File: src/rtl/python_stream_decoder.sv
// python_stream_decoder
//   Decodes the PYTHON sensor data/sync word stream into a pixel-word stream
//   for the corner-detector pipeline. Training, black-calibration, CRC and
//   inter-frame words are stripped. Line length, row count and sync order
//   are checked, and violations are reported as sticky error flags.
//
// Ports
//   c          clock, all logic on posedge
//   rst        synchronous active-high reset
//   data       32-bit sensor word (4 pixels, byte 0 = leftmost)
//   sync       8-bit sync code qualifying data on the same cycle
//   err_clr    clears the sticky error flags
//   pix_data   registered pixel word (holds its value on dropped words)
//   pix_valid  pix_data carries a pixel word this cycle
//   pix_sof    first word of a frame
//   pix_eol    last word of a line
//   pix_eof    last word of a frame (always together with pix_eol)
//   row_idx    0-based row of the current pix_data word
//   frame_cnt  number of frames whose FE tail word was accepted
//   err_len    sticky: a line did not contain WPL words
//   err_rows   sticky: a frame did not contain ROWS rows
//   err_seq    sticky: sync code not legal in the current state
module python_stream_decoder #(
  parameter int COLS = 16,
  parameter int ROWS = 8
) (
  input  logic        c,
  input  logic        rst,
  input  logic [31:0] data,
  input  logic [7:0]  sync,
  input  logic        err_clr,
  output logic [31:0] pix_data,
  output logic        pix_valid,
  output logic        pix_sof,
  output logic        pix_eol,
  output logic        pix_eof,
  output logic [15:0] row_idx,
  output logic [31:0] frame_cnt,
  output logic        err_len,
  output logic        err_rows,
  output logic        err_seq
);

  // Sensor sync code values, shared with the sensor interface definitions.
  localparam logic [7:0] SC_FS = 8'hAA;
  localparam logic [7:0] SC_FE = 8'hCA;
  localparam logic [7:0] SC_LS = 8'h2A;
  localparam logic [7:0] SC_LE = 8'h4A;
  localparam logic [7:0] SC_IM = 8'h0A;
  localparam logic [7:0] SC_BL = 8'h1A;
  localparam logic [7:0] SC_WN = 8'h01;
  localparam logic [7:0] SC_CS = 8'h55;
  localparam logic [7:0] SC_TR = 8'hE9;

  // One extra bit so that wcnt+1 / row+1 never wrap before the compare.
  localparam logic [16:0] WPL_W  = 17'(COLS / 4);
  localparam logic [16:0] ROWS_W = 17'(ROWS);

  typedef enum logic [2:0] {
    IDLE   = 3'd0,
    LINE   = 3'd1,
    TAIL_L = 3'd2,
    TAIL_F = 3'd3,
    GAP    = 3'd4
  } state_t;

  // Input capture stage: a word is accepted here and decoded one edge later.
  logic        in_vld_q, in_vld_d;
  logic [31:0] in_data_q, in_data_d;
  logic [7:0]  in_sync_q, in_sync_d;

  state_t      state_q, state_d;
  logic [15:0] wcnt_q, wcnt_d;
  logic [15:0] row_q, row_d;
  logic [31:0] pix_data_q, pix_data_d;
  logic        pix_valid_q, pix_valid_d;
  logic        pix_sof_q, pix_sof_d;
  logic        pix_eol_q, pix_eol_d;
  logic        pix_eof_q, pix_eof_d;
  logic [31:0] frame_cnt_q, frame_cnt_d;
  logic        err_len_q, err_len_d;
  logic        err_rows_q, err_rows_d;
  logic        err_seq_q, err_seq_d;

  logic        set_len, set_rows, set_seq;
  logic        emit;
  logic [15:0] wcnt_inc;
  logic        len_ok, rows_ok;

  // Saturating word count: an over-long line is still flagged at its tail.
  assign wcnt_inc = (wcnt_q == 16'hFFFF) ? wcnt_q : wcnt_q + 16'd1;
  // The tail word itself is the one not yet counted.
  assign len_ok   = (({1'b0, wcnt_q} + 17'd1) == WPL_W);
  assign rows_ok  = (({1'b0, row_q} + 17'd1) == ROWS_W);

  always_comb begin
    in_vld_d    = 1'b1;
    in_data_d   = data;
    in_sync_d   = sync;
    state_d     = state_q;
    wcnt_d      = wcnt_q;
    row_d       = row_q;
    frame_cnt_d = frame_cnt_q;
    pix_sof_d   = 1'b0;
    pix_eol_d   = 1'b0;
    pix_eof_d   = 1'b0;
    set_len     = 1'b0;
    set_rows    = 1'b0;
    set_seq     = 1'b0;
    emit        = 1'b0;

    if (in_vld_q) begin
      case (state_q)
        IDLE: begin
          // Everything outside a frame (black rows, stray LS/LE, TR) is dropped silently.
          if (in_sync_q == SC_FS) begin
            emit      = 1'b1;
            pix_sof_d = 1'b1;
            row_d     = 16'd0;
            wcnt_d    = 16'd1;
            state_d   = LINE;
          end
        end
        LINE: begin
          case (in_sync_q)
            SC_WN, SC_IM: begin
              emit   = 1'b1;
              wcnt_d = wcnt_inc;
            end
            SC_LE: begin
              emit    = 1'b1;
              wcnt_d  = wcnt_inc;
              state_d = TAIL_L;
            end
            SC_FE: begin
              emit    = 1'b1;
              wcnt_d  = wcnt_inc;
              state_d = TAIL_F;
            end
            SC_FS, SC_LS, SC_BL, SC_CS, SC_TR: begin
              set_seq = 1'b1;
              state_d = IDLE;
            end
            default: begin
              set_seq = 1'b1;
              state_d = IDLE;
            end
          endcase
        end
        TAIL_L: begin
          if (in_sync_q == SC_WN) begin
            emit      = 1'b1;
            pix_eol_d = 1'b1;
            set_len   = !len_ok;
            state_d   = GAP;
          end else begin
            set_seq = 1'b1;
            state_d = IDLE;
          end
        end
        TAIL_F: begin
          if (in_sync_q == SC_WN) begin
            emit        = 1'b1;
            pix_eol_d   = 1'b1;
            pix_eof_d   = 1'b1;
            set_len     = !len_ok;
            set_rows    = !rows_ok;
            frame_cnt_d = frame_cnt_q + 32'd1;
            state_d     = IDLE;
          end else begin
            set_seq = 1'b1;
            state_d = IDLE;
          end
        end
        GAP: begin
          case (in_sync_q)
            SC_CS, SC_TR: state_d = GAP;
            SC_LS: begin
              emit    = 1'b1;
              row_d   = row_q + 16'd1;
              wcnt_d  = 16'd1;
              state_d = LINE;
            end
            SC_FS: begin
              // Frame ended without FE: flag it, then start the new frame.
              set_rows  = 1'b1;
              set_seq   = 1'b1;
              emit      = 1'b1;
              pix_sof_d = 1'b1;
              row_d     = 16'd0;
              wcnt_d    = 16'd1;
              state_d   = LINE;
            end
            default: begin
              set_seq = 1'b1;
              state_d = IDLE;
            end
          endcase
        end
        default: state_d = IDLE;
      endcase
    end

    pix_valid_d = emit;
    pix_data_d  = emit ? in_data_q : pix_data_q;
    // A new error on the same edge as err_clr wins.
    err_len_d   = set_len  | (err_len_q  & ~err_clr);
    err_rows_d  = set_rows | (err_rows_q & ~err_clr);
    err_seq_d   = set_seq  | (err_seq_q  & ~err_clr);
  end

  always_ff @(posedge c) begin
    if (rst) begin
      in_vld_q    <= 1'b0;
      in_data_q   <= 32'd0;
      in_sync_q   <= 8'd0;
      state_q     <= IDLE;
      wcnt_q      <= 16'd0;
      row_q       <= 16'd0;
      pix_data_q  <= 32'd0;
      pix_valid_q <= 1'b0;
      pix_sof_q   <= 1'b0;
      pix_eol_q   <= 1'b0;
      pix_eof_q   <= 1'b0;
      frame_cnt_q <= 32'd0;
      err_len_q   <= 1'b0;
      err_rows_q  <= 1'b0;
      err_seq_q   <= 1'b0;
    end else begin
      in_vld_q    <= in_vld_d;
      in_data_q   <= in_data_d;
      in_sync_q   <= in_sync_d;
      state_q     <= state_d;
      wcnt_q      <= wcnt_d;
      row_q       <= row_d;
      pix_data_q  <= pix_data_d;
      pix_valid_q <= pix_valid_d;
      pix_sof_q   <= pix_sof_d;
      pix_eol_q   <= pix_eol_d;
      pix_eof_q   <= pix_eof_d;
      frame_cnt_q <= frame_cnt_d;
      err_len_q   <= err_len_d;
      err_rows_q  <= err_rows_d;
      err_seq_q   <= err_seq_d;
    end
  end

  assign pix_data  = pix_data_q;
  assign pix_valid = pix_valid_q;
  assign pix_sof   = pix_sof_q;
  assign pix_eol   = pix_eol_q;
  assign pix_eof   = pix_eof_q;
  assign row_idx   = row_q;
  assign frame_cnt = frame_cnt_q;
  assign err_len   = err_len_q;
  assign err_rows  = err_rows_q;
  assign err_seq   = err_seq_q;

endmodule

File: config.mk
export PLATFORM = sky130hd
export DESIGN_NAME = python_stream_decoder
export DESIGN_NICKNAME = d
export VERILOG_FILES = /design/src/rtl/python_stream_decoder.sv
export SDC_FILE = /design/constraint.sdc
export NUM_CORES = 1
export LEC_CHECK = 0
export CORE_ASPECT_RATIO = 0.7
export CORE_MARGIN = 2
export CORE_UTILIZATION = 55
export DETAILED_ROUTE_END_ITERATION = 8
export PLACE_DENSITY = 0.95
export SLEW_MARGIN = 20
export SYNTH_ARGS = -nofsm -noshare
export SYNTH_HDL_FRONTEND = slang
export SYNTH_SLANG_ARGS = --single-unit
File: constraint.sdc
create_clock -name c -period 4.4 [get_ports c]
set_clock_uncertainty 0.15 [all_clocks]
set_input_delay 1.32 -clock c [delete_from_list [all_inputs] [get_ports c]]
set_output_delay 1.32 -clock c [all_outputs]
set_load 0.01 [all_outputs]
Word level (Yosys, flattened, before mapping) --
Cells that the tools add are included.
Word-level totals: bits in latches 0, RAM bits 0, memory bits (read-only) 0, memories kept 0, logic and storage cells 102, output and inout bits 87, register bits 147
Operators by class: order comparisons 0, mux-type cells 31, reduce and logical (&&, ||, !) cells 19, eq/ne operators 21, div/mod/pow operators 0, $mul 0, add/sub/neg operators 5, shifts and indexed selects 0, bitwise logic cells 11
Operator list (number):
- 16-bit two-way mux | 5
- 16-bit one-hot mux with 2 select lines | 2
- 16-bit one-hot mux with 3 select lines | 1
- 16-bit by 1-bit adder with 17-bit output, second input constant | 2
- 16-bit by 1-bit adder with 16-bit output, second input constant | 2
- 32-bit by 1-bit adder with 32-bit output, second input constant | 1
- 8-bit == test, second input constant | 3
- 17-bit by 3-bit == test with 1-bit output, second input constant | 1
- 17-bit by 4-bit == test with 1-bit output, second input constant | 1
- 16-bit == test, second input constant | 1
- 8-bit by 7-bit == test with 1-bit output, second input constant | 2
- 1-bit two-way mux | 15
- 3-bit one-hot mux with 4 select lines | 1
- 3-bit OR reduction | 4
- 2-bit != test, second input constant | 5
- 2-bit OR reduction | 5
- 3-bit one-hot mux with 3 select lines | 1
- 8-bit by 1-bit == test with 1-bit output, second input constant | 1
- 8-bit by 4-bit == test with 1-bit output, second input constant | 1
- 8-bit by 6-bit == test with 1-bit output, second input constant | 1
- 3-bit by 2-bit == test with 1-bit output, second input constant | 2
- 3-bit two-way mux | 2
- 3-bit one-hot mux with 2 select lines | 1
- 3-bit AND reduction | 2
- other kinds (16) | 25

Depth between registers and ports, before layout --
word-level depth 7, depth in mapped cells 8, gate-level depth less buffers 7

Least setup slack after synthesis --
Ideal clock, no wire load.
path type register to register, start point register in_sync_q[4], end point register frame_cnt_q[30], in the netlist frame_cnt[30], arrival time 2.249 ns, stages on the path, launching flop included 8, path slack 1.873 ns, path buffers 1, cells stage by stage dfxtp_1 > or4_4 > or4_4 > or2_1 > buf_6 > nor4b_4 > xnor2_1 > nor2_1
On the way: cells in the longest elaborated chain, start to end 2
RTL lines:
- start, declared | RTL line 70 | logic [7:0] in_sync_q, in_sync_d;
- start signal, assigned | RTL line 232 | in_sync_q <= in_sync_d;
- 8-bit by 1-bit == test with 1-bit output | RTL line 162 | if (in_sync_q == SC_WN) begin
- 3-bit AND reduction (no line)
- end signal, assigned | RTL line 241 | frame_cnt_q <= frame_cnt_d;
- end, declared | RTL line 80 | logic [31:0] frame_cnt_q, frame_cnt_d;
Every way passes these cells. A chain may end at the register's enable or synchronous reset.

Worst setup path after layout --
start point register row_q[4], in the netlist row_idx[4], end point output port row_idx[4]
RTL lines:
- start, declared | RTL line 74 | logic [15:0] row_q, row_d;
- start signal, assigned | RTL line 235 | row_q <= row_d;
- end, declared | RTL line 37 | output logic [15:0] row_idx,
No word-level cell between the ends.

==> flow_metrics.tcl <==
set metrics [dict create \
    status "finished clean" \
    cp_cell_sequence "clkdlybuf4s50_1" \
    cts_hold_repair.buffers 0 \
    p_sw_uw 824 \
    io_buffers 129 \
    synthTopCellsByArea "dfxtp_1 (46%), nor2_1 (6.1%), mux2i_1 (5.5%)" \
    synth-main-ff-cell "dfxtp_1" \
    worstSkewPairLatency_ns 0.42 \
    power.share.combinational_pct 8.7 \
    maxSlewHeadroom_pct 37.7 \
    setup_viol 0 \
    crit_buf_inv 1 \
    placedCellCount 964 \
    synth_cell_type_count 64 \
    dieArea_um2 12400 \
    worst-setup-path-type "register to primary output" \
    drive_gt1_share_pct 6.05 \
    cp.arrival_ns 1.52 \
    async_flop_share_pct 0 \
    critPathSlowestCell "clkdlybuf4s50_1" \
    crit_path_max_incr_delay_ns 0.60 \
    synth.top_cell.area_share_pct 46.5 \
    synth_edf_count 0 \
    ant_nets 0 \
    setup_tns_ns 0 \
    finalMaxSlewViolations 0 \
    powerDensity_nw_per_um2 379 \
    startpoint_type "register" \
    cts_resized 0 \
    p_leak_nw 3.08 \
    cts.sinks 147 \
    cts_root_buffer "clkbuf_16" \
    cts_made_buffers 17 \
    crit_fanout 10 \
    dp_hpwl_mm 10.6 \
    drt_iter0_markers 625 \
    ys_seq_elements 147 \
    mostFrequentLayoutCells "dfxtp_1 (147), clkdlybuf4s50_1 (128), nor2_1 (103), nand2_1 (46), nor2b_1 (42)" \
    period_needed_ns 2.99 \
    syn_avg_cell_area_um2 8.86 \
    ys_seq_area_share_pct 46.5 \
    fin_crit_sh_pct 68.0 \
    final_common_cell "dfxtp_1" \
    die_y_um 93.8 \
    grt_overflow 0 \
    cts.clk_slew.worst_paths_ns 0.07 \
    crit_family "buffers and inverters" \
    place.gp.congestion 0.935 \
    gr-usage-all-layers_pct 25.9 \
    die_x_um 132 \
    synth_largest_area_cell "dfxtp_1" \
    seq_power_share_pct 44.0 \
    wirelength_mm 15.9 \
    final_cells 996 \
    grt_pass1_vias 5222 \
    netlist_area_um2 6330 \
    num_rows 32 \
    drv_cap 0 \
    finalPower_mw 3.16 \
    hold_viol 0 \
    dr.pass1.iters 8 \
    wire_per_inst_um 15.9 \
    swShare_pct 26.1 \
    critPathRequiredTime_ns 2.93 \
    vias 5622 \
    peakVddDrop_uv 320 \
    internal_power_mw 2.34 \
    ios 130 \
    drc 0 \
    nets 877 \
    antenna_cells 0 \
    rsz0062_at_grt "no" \
    cts_setup_buffers 0 \
    grt_max_degree 103 \
    antenna_found_initial 0 \
    yosysWarningCount 0 \
    max_freq_ghz 0.334 \
    start_util_pct 56.9 \
    cts_htree_levels 4 \
    syn_nets 762 \
    grt_pass1_wl_mm 25.8 \
    avgViaCountPerCell 5.64 \
    hold_class "register to register" \
    syn_to_final_growth_pct 31.6 \
    synthCells 715 \
    core_area_um2 11100 \
    worstMarginPinSlew_ns 0.925 \
    cts_tree "yes" \
    end_kind "primary output" \
    cts_buffer_depth 2 \
    p_clk_share_pct 47.3 \
]
sequential cells by signal, indices dropped and copies added (netlist names), 3 cells and up:
name	count
in_data_q	32
state_q	3
wcnt_q	16
pix_data	32
row_idx	16
in_sync_q	8
frame_cnt	32
cells in the mapped netlist (4+ instances only):
cell / instances
xnor2_1: 29
nor2_1: 103
mux2i_1: 35
nor3_1: 32
and2_1: 5
ha_1: 4
nor2b_1: 42
a311oi_1: 5
nand2_1: 46
inv_1: 14
nand3_1: 31
dfxtp_1: 147
buf_2: 4
a21oi_1: 33
nor4_1: 4
o21ai_0: 24
nand4_1: 9
a31oi_1: 8
xor2_1: 11
or3_1: 7
nand3b_1: 12
and3_1: 8
clkbuf_1: 32
o32ai_1: 4
stage by stage:
step	utilization, %	setup WS [ns]	hold slack (ns)	instance area [um2]
after global routing	74.9	1.14	0.338	8340
after CTS	74.9	1.39	0.313	8330
after floorplan	-	1.87	0.287	6330
final	74.9	1.41	0.312	8340
after global placement	69.4	1.40	0.288	7720
after detailed placement	69.4	1.32	0.301	7720
cells by family after synthesis:
| family | after synthesis | share of synthesized area, % |
|---|---|---|
| AND/OR/NAND/NOR | 331 | 27.7 |
| flip-flops | 147 | 46.5 |
| AO/OA/AOI/OAI | 105 | 10.7 |
| buffers and inverters | 53 | 3.34 |
| XOR/XNOR | 40 | 5.53 |
| multiplexers | 35 | 5.53 |
| adder cells (fa/ha/maj) | 4 | 0.790 |
final timing paths:
path	startpoint	to	slack (ns)	cells past startpoint
setup / recovery	row_idx[4]	row_idx[4]	1.41	1
hold / removal	err_seq	err_seq	0.31	2
setup reg to reg	in_sync_q[2]	wcnt_q[9]	1.43	7
hold reg to reg	err_seq	err_seq	0.31	2
layout make-up:
class	instances	area [um2]
multi-input combinational	515	3200
sequential	147	2940
fill	791	2790
timing repair buffer	134	1340
clock buffer	17	425
tap	153	191
clock inverter	15	185
inverter	15	56.3
power groups by stage:
stage / Sequential (mW) / Clock (mW) / Combinational, mW
6_report: 1.39 / 1.50 / 0.274
4_1_cts: 1.39 / 1.52 / 0.269
3_5_place_dp: 1.42 / 0 / 0.266
5_1_grt: 1.40 / 1.58 / 0.301
3_3_place_gp: 1.42 / 0 / 0.259
2_1_floorplan: 1.40 / 0 / 0.188
routing by layer:
layer  track usage, %  wire (um)  up-vias
li1                 -          -     2741
met1             33.5       7100     2588
met2             40.7       7030      258
met3             7.93       1420       35
met4             10.2        337        0
met5                0          0        -
No activity file was read; power rests on OpenSTA's default activity.
